File: config.mk
export PLATFORM = sky130hd
export DESIGN_NAME = _piso_register32
export DESIGN_NICKNAME = d
export VERILOG_FILES = /design/src/rtl/piso_pkg.sv /design/src/rtl/_bit_counter.sv /design/src/rtl/_piso_register32.sv
export SDC_FILE = /design/constraint.sdc
export NUM_CORES = 1
export LEC_CHECK = 0
export ABC_CLOCK_PERIOD_IN_PS = 3400
export CAP_MARGIN = 20
export CORE_MARGIN = 2
export CORE_UTILIZATION = 30
export CTS_CLUSTER_DIAMETER = 80
export DETAILED_ROUTE_END_ITERATION = 8
export PLACE_DENSITY = 0.63
export SLEW_MARGIN = 30
export SYNTH_ARGS = -nofsm -noshare
export SYNTH_HDL_FRONTEND = slang
export SYNTH_SLANG_ARGS = --single-unit
export TNS_END_PERCENT = 100
File: constraint.sdc
create_clock -name clk -period 3.4 [get_ports clk]
set_input_delay 0.68 -clock clk [delete_from_list [all_inputs] [get_ports clk]]
set_output_delay 0.68 -clock clk [all_outputs]
set_load 0.01 [all_outputs]
File: src/rtl/piso_pkg.sv
// Shared definitions for the parallel-in/serial-out shifter: state encoding,
// default word width and the bit-counter width helper.
package piso_pkg;

  typedef enum logic {
    IDLE  = 1'b0,
    SHIFT = 1'b1
  } state_t;

  localparam int DEFAULT_WIDTH = 32;

  // Wide enough to hold WIDTH itself, which is the terminal value when the
  // parity cycle is present.
  function automatic int cnt_width(input int width);
    return $clog2(width + 1);
  endfunction

endpackage

File: src/rtl/_bit_counter.sv
// Synchronous up-counter with clear, enable and a terminal-count flag used to
// mark the final serial bit of a word.
module _bit_counter
  import piso_pkg::*;
#(
  parameter int CW   = cnt_width(DEFAULT_WIDTH),
  parameter int TERM = DEFAULT_WIDTH - 1
) (
  input  logic clk,
  input  logic rst,
  input  logic clr,
  input  logic en,
  output logic terminal
);

  localparam logic [CW-1:0] TERM_C = CW'(TERM);

  logic [CW-1:0] count;

  always_ff @(posedge clk) begin
    if (rst || clr) begin
      count <= '0;
    end else if (en) begin
      count <= count + CW'(1);
    end
  end

  assign terminal = (count == TERM_C);

endmodule

File: src/rtl/_piso_register32.sv
// Parallel-in, serial-out shift register fed from the _register32 q bus.
// Define PISO_PARITY_EN to append an even-parity bit after each word.
module _piso_register32
  import piso_pkg::*;
#(
  parameter int WIDTH     = DEFAULT_WIDTH,
  parameter bit MSB_FIRST = 1'b1
) (
  input  logic             clk,
  input  logic             rst,
  input  logic             load,
  input  logic [WIDTH-1:0] d,
  output logic             ready,
  output logic             sout,
  output logic             sout_valid,
  output logic             done
);

`ifdef PISO_PARITY_EN
  localparam int TERM = WIDTH;
`else
  localparam int TERM = WIDTH - 1;
`endif
  localparam int CW = cnt_width(WIDTH);

  // Handshake: a word transfers on any rising edge where load && ready.
  // ready depends only on state and counter, so load may be held high; it is
  // simply ignored while ready is low and d is not re-sampled.
  state_t           state;
  state_t           state_next;
  logic [WIDTH-1:0] sr;
  logic             terminal;
  logic             last;
  logic             accept;
  logic             head;
  logic             sout_bit;

  assign last   = (state == SHIFT) && terminal;
  assign ready  = (state == IDLE) || last;
  assign accept = load && ready;

  _bit_counter #(
    .CW   (CW),
    .TERM (TERM)
  ) u_bit_counter (
    .clk      (clk),
    .rst      (rst),
    .clr      (accept || last),
    .en       (state == SHIFT),
    .terminal (terminal)
  );

  always_ff @(posedge clk) begin
    if (rst) begin
      state <= IDLE;
    end else begin
      state <= state_next;
    end
  end

  always_comb begin
    state_next = state;
    case (state)
      IDLE:    if (accept) state_next = SHIFT;
      SHIFT:   if (last) state_next = accept ? SHIFT : IDLE;
      default: state_next = IDLE;
    endcase
  end

  always_ff @(posedge clk) begin
    if (rst) begin
      sr <= '0;
    end else if (accept) begin
      sr <= d;
    end else if (state == SHIFT) begin
      if (MSB_FIRST) sr <= {sr[WIDTH-2:0], 1'b0};
      else           sr <= {1'b0, sr[WIDTH-1:1]};
    end
  end

  assign head = MSB_FIRST ? sr[WIDTH-1] : sr[0];

`ifdef PISO_PARITY_EN
  logic parity;

  always_ff @(posedge clk) begin
    if (rst) begin
      parity <= 1'b0;
    end else if (accept) begin
      parity <= ^d;
    end
  end

  // The terminal count only occurs in the trailing parity cycle here.
  assign sout_bit = terminal ? parity : head;
`else
  assign sout_bit = head;
`endif

  assign sout_valid = (state == SHIFT);
  assign sout       = (state == SHIFT) && sout_bit;
  assign done       = last;

endmodule

==> metrics.yaml <==
place:
  detailedPlacementHpwl_um: 2610
  globalplace.congestion: 0.695
  dp_slack_ps: 806
  placed_cell_area_um2: 2180
  place.port_buffers: 38
sta:
  worst_pin_slew_ps: 532
  relSlewSlack: 0.645
  hold_viol_final: 0
  period_needed_ps: 2630
  slew_viol_final: 0
  fin_crit_sh: 0.772
  max_freq_mhz: 381
  fin_skew_ps: 4.54
  setup_viol: 0
  setup_ws_ps: 774
  finalSetupTns_ps: 0
  rsz0062_at_grt: "no"
critical_path:
  crit_type: "register to output port"
  end_kind: "output port"
  worstReg2RegStart: "u_bit_counter.count[0]"
  path_max_fanout: 5
  cp-startpoint: "u_bit_counter.count[0]"
  cp_data_required_time_ps: 2720
  cp-start-kind: "register"
  arrival_ps: 1950
power_and_ir_drop:
  power.density_nw_per_um2: 495
  p_total_mw: 1.15
  peakVddDrop_uv: 220
  leakagePower_nw: 0.828
route:
  drcViolationCount: 0
  first_pass_iters: 4
  drt_iter0_drc: 111
  num_vias: 1529
  ant_nets: 0
  wl_um: 4130
  viasPerCell: 5.15
  wire_per_inst_um: 13.9
cells_and_area:
  nNetsFinal: 257
  final_cell_mix: "dfxtp_1 (39), clkdlybuf4s50_1 (38), nor2_1 (34)"
  diodes: 0
  final_common_cell: "dfxtp_1"
  syn_to_final_growth_pct: 30.1
  utilization: 0.398
  drive_gt1_frac: 0.0766
  final_area_um2: 2320
global_route:
  grt.total_usage: 0.135
  grt_pass1_vias: 1396
  antenna_found_initial: 0
  overflow: 0
  grt_pass1_wl_um: 6760
  grt_max_degree: 43
synth:
  syn_area_um2: 1780
  synth.avg_cell_area_um2: 9.42
  ys_ff_latch: 39
  synth_cells: 189
  syn_nets: 225
  synth_cell_types: 33
  ys.warnings.count: 0
  synth_seq_area_share: 0.439
floorplanning:
  rows: 28
  dieHeight_um: 81.0
  die_w_um: 81.0
  dieArea_um2: 6570
  io_pins: 39
  core_um2: 5820
  initial_core_util: 0.306
clock_network:
  h-tree-depth: 2
  cts_tree: "built"
  clk_latency_ps: 290
  numCtsBuffers: 5
  ctsHoldBuffers: 0
  clk_pin_slew_ps: 80
  cts.repair.resized: 0
  cts.sinks: 39
  post_cts_buffers: 0
  cts-root-buf: "clkbuf_8"
  cts.path.max_buffers: 2
run_status:
  status: "complete, no violations"
min_path:
  worstHoldStart: "sr[8]"
  hp-class: "register to register"
run:
  cap_violations: 0
-- kinds of logic (layout without fill, tap and decap cells) --
logic type	after synthesis	count (layout)	synth area share
buffers and inverters	21	54	0.0717
adder cells (fa/ha/maj)	1	1	0.00703
AND/OR/NAND/NOR	81	81	0.218
XOR/XNOR	3	3	0.0148
multiplexers	1	1	0.00632
flip-flops	39	39	0.439
AO/OA/AOI/OAI	43	43	0.244
-- metal layers --
layer	share of wire	vias up	global-route usage
li1	-	777	-
met1	0.48	704	0.183
met2	0.45	44	0.201
met3	0.063	4	0.0389
met4	0.013	0	0.0559
met5	0	-	0
-- worst paths after layout --
path              endpoint  slack, ps  cells past startpoint
hold / removal       sr[9]        520                      1
setup reg to reg    sr[18]       1430                      5
hold reg to reg      sr[9]        520                      1
setup / recovery      done        770                      4
-- registers in the layout, summed over array words and instances, names as in the netlist --
signal	cells
u_bit_counter.count	6
sr	32
sout_valid	1
-- critical path, cell delays in order, from the launching register on --
cell and delay, ps:
dfxtp_1 400, ha_1 230, nand2b_1 90, nor3_1 320
clkdlybuf4s50_1 620
-- where the power goes --
part	total [mW]	internal, mW	switching, mW
sequential	0.515	0.494	0.0214
combinational	0.167	0.0918	0.0755
clock	0.464	0.293	0.171
-- metrics by stage --
step,hold slack (ps),cells
after detailed placement,503,289
after global placement,499,289
final,522,297
after floorplan,469,189
after global routing,544,297
after CTS,519,297
-- layout make-up --
cell class                      instances  area [µm²]
Clock buffer                            5        68.8
Clock inverter                          3        67.6
Fill cell                             592        3500
Inverter                                2        7.51
Multi-Input combinational cell        129         872
Sequential cell                        39         781
Tap cell                               75        93.8
Timing Repair Buffer                   44         425
-- cells in the mapped netlist --
library cell  instances  share of area
nor2b_1               1         0.0035
mux2_1                1         0.0063
nand4_1               1         0.0035
and2_1                1         0.0035
xor2_1                2         0.0098
buf_6                 4          0.025
a211oi_1              2         0.0084
o21ai_1               2         0.0056
nand3_1               2         0.0056
clkbuf_1              8          0.017
o31ai_1               1         0.0042
nor3_1               33          0.093
clkinv_1              1         0.0021
dfxtp_1              39           0.44
a21oi_1               3         0.0084
and3_1                1         0.0035
buf_2                 3         0.0084
and3b_4               1         0.0070
inv_1                 1         0.0021
or2_0                 1         0.0035
a21oi_2               1         0.0049
xnor2_1               1         0.0049
a32oi_1               1         0.0049
nand3b_1              2         0.0084
or3_1                 1         0.0035
nand2b_1              2         0.0070
o221a_1              31           0.20
ha_1                  1         0.0070
buf_4                 4          0.017
a21o_4                1         0.0084
nor2_1               34          0.072
nor3b_1               1         0.0042
o21ai_0               1         0.0028
Power figures use the tool's default switching activity.
